$ cat config.mk
export PLATFORM = sky130hd
export DESIGN_NAME = i2c_master_arbiter
export DESIGN_NICKNAME = d
export VERILOG_FILES = /design/src/rtl/i2c_master_arbiter.sv
export SDC_FILE = /design/constraint.sdc
export NUM_CORES = 1
export LEC_CHECK = 0
export CAP_MARGIN = 20
export CELL_PAD_IN_SITES_DETAIL_PLACEMENT = 1
export CELL_PAD_IN_SITES_GLOBAL_PLACEMENT = 2
export CORE_UTILIZATION = 28
export DETAILED_ROUTE_END_ITERATION = 12
export GPL_TIMING_DRIVEN = 1
export PLACE_DENSITY = 0.95
export SLEW_MARGIN = 20
export SYNTH_ARGS = -nofsm -noshare
export SYNTH_HDL_FRONTEND = slang
export SYNTH_SLANG_ARGS = --single-unit
export TNS_END_PERCENT = 100
$ cat constraint.sdc
create_clock -name i2c_clock_in -period 3.4 [get_ports i2c_clock_in]
set_input_delay 0.68 -clock i2c_clock_in [delete_from_list [all_inputs] [get_ports i2c_clock_in]]
set_output_delay 0.68 -clock i2c_clock_in [all_outputs]
set_load 0.005 [all_outputs]
$ cat src/rtl/i2c_master_arbiter.sv
`default_nettype none
// ============================================================================
// Module      : i2c_master_arbiter
// Description : Round-robin arbiter and transaction sequencer sharing one
//               I2C master between NUM_REQ requesters. Latches the winning
//               command, walks the master's ready handshake through one
//               transaction, and returns done/err/read data. A per-transaction
//               timeout recovers from a stalled master.
// Revision    : 1.0 - initial release
// ============================================================================
module i2c_master_arbiter #(
  parameter int NUM_REQ        = 4,
  parameter int TIMEOUT_CYCLES = 1024,
  parameter int TO_W           = 11
) (
  input  logic                 i2c_clock_in,
  input  logic                 i2c_reset_n_in,
  input  logic [NUM_REQ-1:0]   req_in,
  input  logic [NUM_REQ-1:0]   req_rw_in,
  input  logic [7*NUM_REQ-1:0] req_addr_in,
  input  logic [8*NUM_REQ-1:0] req_data_in,
  output logic [NUM_REQ-1:0]   grant_out,
  output logic [NUM_REQ-1:0]   done_out,
  output logic                 err_out,
  output logic [7:0]           rdata_out,
  output logic                 busy_out,
  output logic                 m_enable_out,
  output logic                 m_rw_out,
  output logic [6:0]           m_addr_out,
  output logic [7:0]           m_data_out,
  input  logic                 m_ready_in,
  input  logic [7:0]           m_rdata_in
);

  localparam int             c_IDX_W   = (NUM_REQ > 1) ? $clog2(NUM_REQ) : 1;
  localparam logic [TO_W-1:0] c_TO_LAST = TO_W'(TIMEOUT_CYCLES - 1);

  typedef enum logic [1:0] {
    ARB       = 2'd0,
    ISSUE     = 2'd1,
    WAIT_BUSY = 2'd2,
    WAIT_DONE = 2'd3
  } state_t;

  state_t              r_state;
  logic [c_IDX_W-1:0]  r_ptr;
  logic [c_IDX_W-1:0]  r_idx;
  logic [TO_W-1:0]     r_to_cnt;

  logic                w_any;
  logic [c_IDX_W-1:0]  w_sel;
  logic [c_IDX_W-1:0]  w_ptr_next;

  // (base + off) modulo NUM_REQ, with off < NUM_REQ
  function automatic logic [c_IDX_W-1:0] wrap_add(input logic [c_IDX_W-1:0] base,
                                                   input int off);
    int s;
    s = int'(base) + off;
    if (s >= NUM_REQ) s = s - NUM_REQ;
    return c_IDX_W'(s);
  endfunction

  // Round-robin pick: first requester set at or above the pointer, wrapping
  always_comb begin
    w_any = 1'b0;
    w_sel = r_ptr;
    for (int k = 0; k < NUM_REQ; k++) begin
      if (!w_any && req_in[wrap_add(r_ptr, k)]) begin
        w_any = 1'b1;
        w_sel = wrap_add(r_ptr, k);
      end
    end
  end

  // Pointer moves to the requester just after the one that was served
  always_comb begin
    w_ptr_next = (r_idx == c_IDX_W'(NUM_REQ - 1)) ? '0 : r_idx + c_IDX_W'(1);
  end

  // Sequencer: arbitration, master handshake, completion and timeout
  always_ff @(posedge i2c_clock_in or negedge i2c_reset_n_in) begin
    if (!i2c_reset_n_in) begin
      r_state      <= ARB;
      r_ptr        <= '0;
      r_idx        <= '0;
      r_to_cnt     <= '0;
      grant_out    <= '0;
      done_out     <= '0;
      err_out      <= 1'b0;
      rdata_out    <= '0;
      busy_out     <= 1'b0;
      m_enable_out <= 1'b0;
      m_rw_out     <= 1'b0;
      m_addr_out   <= '0;
      m_data_out   <= '0;
    end else begin
      // done/err are single-cycle pulses
      done_out <= '0;
      err_out  <= 1'b0;
      if (r_state == ARB) begin
        if (w_any) begin
          grant_out  <= NUM_REQ'(1) << w_sel;
          r_idx      <= w_sel;
          m_rw_out   <= req_rw_in[w_sel];
          m_addr_out <= req_addr_in[7*int'(w_sel) +: 7];
          m_data_out <= req_data_in[8*int'(w_sel) +: 8];
          r_to_cnt   <= '0;
          busy_out   <= 1'b1;
          r_state    <= ISSUE;
        end
      end else if (r_to_cnt == c_TO_LAST) begin
        // Timeout wins over any ready transition seen on this edge
        done_out     <= grant_out;
        err_out      <= 1'b1;
        m_enable_out <= 1'b0;
        grant_out    <= '0;
        busy_out     <= 1'b0;
        r_ptr        <= w_ptr_next;
        r_state      <= ARB;
      end else begin
        r_to_cnt <= r_to_cnt + TO_W'(1);
        case (r_state)
          ISSUE: begin
            if (m_ready_in) begin
              m_enable_out <= 1'b1;
              r_state      <= WAIT_BUSY;
            end
          end
          WAIT_BUSY: begin
            // Dropping enable once the master leaves idle forces a STOP
            if (!m_ready_in) begin
              m_enable_out <= 1'b0;
              r_state      <= WAIT_DONE;
            end
          end
          WAIT_DONE: begin
            if (m_ready_in) begin
              done_out  <= grant_out;
              if (m_rw_out) rdata_out <= m_rdata_in;
              grant_out <= '0;
              busy_out  <= 1'b0;
              r_ptr     <= w_ptr_next;
              r_state   <= ARB;
            end
          end
          default: r_state <= ARB;
        endcase
      end
    end
  end

endmodule
`default_nettype wire

==> summary.md <==
| Metric | Value |
|---|---|
| Outcome | completed |
| Clock Latency Late Sink | 0.29 ns |
| R2r setup slk | 1.02 ns |
| Worst-case reg-to-reg path depth | 6 |
| DP Worst Slack | 0.340 ns |
| Placed Instances | 581 |
| Crit. path cell count | 7 |
| CTS tree | yes |
| Req. time, crit path | 3.61 ns |
| Gr usage total | 17.0% |
| FILL cells | 1,271 |
| FMAX | 360 MHz |
| CTS buffer count | 5 |
| Most frequent cell after synthesis | dfrtp_1 |
| Final Hold Viols | 0 |
| Ports | 114 |
| Worst Path Arrival | 2.99 ns |
| Pleak | 1.89 nW |
| Max FO, Critical Path | 27 |
| Largest family of logic cells by synthesized area | compound AO/OA/AOI/OAI gates |
| Number of flops mapped to enable cells by yosys | 0 |
| CP endpoint kind | flip-flop |
| Mux cell area share after synthesis | 4.28% |
| Final wirelength | 9900 um |
| Setup Skew | 0.00654 ns |
| Slew HR | 38.9% |
| Simple-gate share of the synthesized area | 20.0% |
| Vias per cell | 5.15 |
| Cells after Synth | 346 |
| Ant diodes | 0 |
| FF-to-FF Start | r_ptr[1] |
| Crit path largest cell delay | 0.75 ns |
| Fin util | 41.8% |
| Family with the most delay on the worst path | compound AO/OA/AOI/OAI gates |
| Crit path to | m_data_out[1] |
| Adder-Cell Fraction of Synth Area | 2.36% |
| Root buf cell | clkbuf_16 |
| Chip Height | 109 um |
| HPWL after detailed placement | 7440 um |
| IO Port Bufs | 113 |
| Cell variety after synth | 63 |
| Setup Buffers After CTS | 0 |
| Compound-gate portion of the synthesized area | 24.4% |
| Syn_nets | 431 |
| Dominant synthesized flop cell | dfrtp_1 |
| Post-synthesis sequential area ratio | 40.9% |
| Final period util | 81.7% |
| Gp weighted congestion | 0.813 |
| CTS HTree Levels | 2 |
| Pwr/cell area | 719 mW/mm2 |
| Kind of critical path | primary input to flip-flop |
| Final WS setup | 0.621 ns |
| Clock Path Buffers | 2 |
| Wire per inst | 16.8 um |
| Worst VDD drop | 0.281 mV |
| Yosys warnings | 0 |
| First-pass GRT wire length | 15,900 um |
| Xor/xnor cell area share of the yosys netlist | 0.825% |
| Die Area | 0.0118 mm2 |
| Slowest stage cell, crit path | o21ai_2 |
| Final net count | 533 |
| Setup Total Neg Slack | 0 ns |
| # setup viols final | 0 |
| Post-synthesis average cell area | 9.20 um2 |
| Post-cts sizing count | 0 |
| Core area | 0.0109 mm2 |
| Pre-antenna DRT Iters | 4 |
| Hold WS | 0.457 ns |
| Post-synth top cells | dfrtp_1 (52), o21ai_0 (31), nand2_1 (26), nor2_1 (26), inv_1 (24) |
| P&R area growth vs syn | 43.5% |
| Setup repair after global routing missed its margin | no |
| Synth top area share | 40.9% |
| Vias in the first global route | 3,211 |
| Initial Util | 29.1% |
| Initial antenna violation count | 0 |
| Tightest Hold Check Type | primary input to asynchronous set/reset pin |
| Die X | 109 um |
| Remaining antenna violation count | 0 |
| Crit path buffers/inverters | 2 |
| FF+latch area | 0.00130 mm2 |
| R2r endpoint | m_data_out[1] |
| GRT overflow | 0 |
| Max-slew violations | 0 |
| Main area contributors after synthesis | dfrtp_1 (41%), and4_1 (5.0%), o21ai_0 (4.9%), a221oi_1 (4.4%), a31oi_1 (3.5%) |
| Clk pin slew, worst setup/hold paths | 0.07 ns |
| Max cap viols | 0 |
| Synthesized cell area | 0.00318 mm2 |
| Worst setup startpoint | req_in[3] |
| Register bit total from synthesis | 52 |
| Hold Buf Count CTS | 0 |
| Share of cells above drive strength 1 | 8.93% |
| Routed vias | 3,030 |
| Slew @ Worst Pin | 0.916 ns |
| Final non-filler cell total | 588 |
| Synth area leader | dfrtp_1 |
| Fin crit period | 2.78 ns |
| DRC violation count after routing | 0 |
| Asr flop ratio synth | 100% |
| Largest net degree at the start of global routing | 37 |
| Rows | 38 |
| Pwr Total | 3.28 mW |
| Clock sink count | 52 |
| Crit-path cells | clkdlybuf4s50_1 -> nor2b_1 -> o21ai_2 -> buf_4 -> and4_1 -> o21ai_0 -> a21oi_1 |
| Multi-input combinational cell area | 0.00166 mm2 |
| Placed Area | 0.00442 mm2 |
| Post-route cell area | 0.00457 mm2 |
| CP Launch Type | primary input |
| Detailed Route Iter0 Violations | 158 |
layer usage:
layer | vias up | track usage [%] | share of wire [%]
met4 | 0 | 4.63 | 0.96
met5 | - | 0 | 0
met3 | 8 | 2.63 | 4.2
li1 | 1474 | - | -
met2 | 78 | 30.2 | 49
met1 | 1470 | 21.4 | 46
final cells by class:
| type | count | share of cell area, % |
|---|---|---|
| inverters | 24 | 1.97 |
| clock buffers | 6 | 3.04 |
| multi-input cells | 243 | 36.3 |
| clock inverters | 1 | 0.192 |
| well taps | 140 | 3.83 |
| repair buffers | 122 | 26.1 |
| flip-flops and latches | 52 | 28.5 |
state kept, by name, summed over array words and instances, names as in the netlist:
name,count
busy_out,1
done_out,4
err_out,1
grant_out,4
m_addr_out,7
m_data_out,8
m_enable_out,1
m_rw_out,1
r_idx,2
r_ptr,2
r_state,2
r_to_cnt,11
rdata_out,8
layout by cell type, fill, tap and decap left out, drive strengths merged, types with 4 or more instances in the layout:
cell,instances
o21ai,35
o21bai,5
clkdlybuf4s50,112
inv,24
nor2,27
clkbuf,6
and2,5
buf,10
mux2,10
dfrtp,52
and4,18
nor2b,4
nand3,10
a31oi,18
a221oi,16
nand2,26
ha,6
a21oi,20
how the worst min path moves through the flow:
stage                   end  slack [ns]
6_report       m_enable_out        0.46
5_1_grt        rdata_out[1]        0.53
4_1_cts         done_out[3]        0.50
3_5_place_dp       r_idx[1]        0.49
3_3_place_gp       r_idx[1]        0.47
2_1_floorplan      busy_out        0.38
worst reg2reg max path, stage by stage (launching register included):
cell	delay (ns)
dfrtp_1	0.63
a21boi_0	0.19
o21ai_2	0.73
buf_4	0.30
and4_1	0.20
o21ai_0	0.09
a21oi_1	0.16
cells by family (layout without fill, tap and decap cells):
group | count (synthesis) | after routing
adder cells (fa/ha/maj) | 6 | 6
buffers and inverters | 51 | 153
AND/OR/NAND/NOR | 110 | 110
multiplexers | 12 | 12
flip-flops | 52 | 52
AO/OA/AOI/OAI | 112 | 112
XOR/XNOR | 3 | 3
power breakdown:
part           internal (mW)  total (mW)  switching [mW]
logic                  0.832        1.68           0.848
clock network          0.291       0.510           0.220
registers              0.869        1.09           0.224
total                   1.99        3.28            1.29
(Power assumes the default switching activity.)
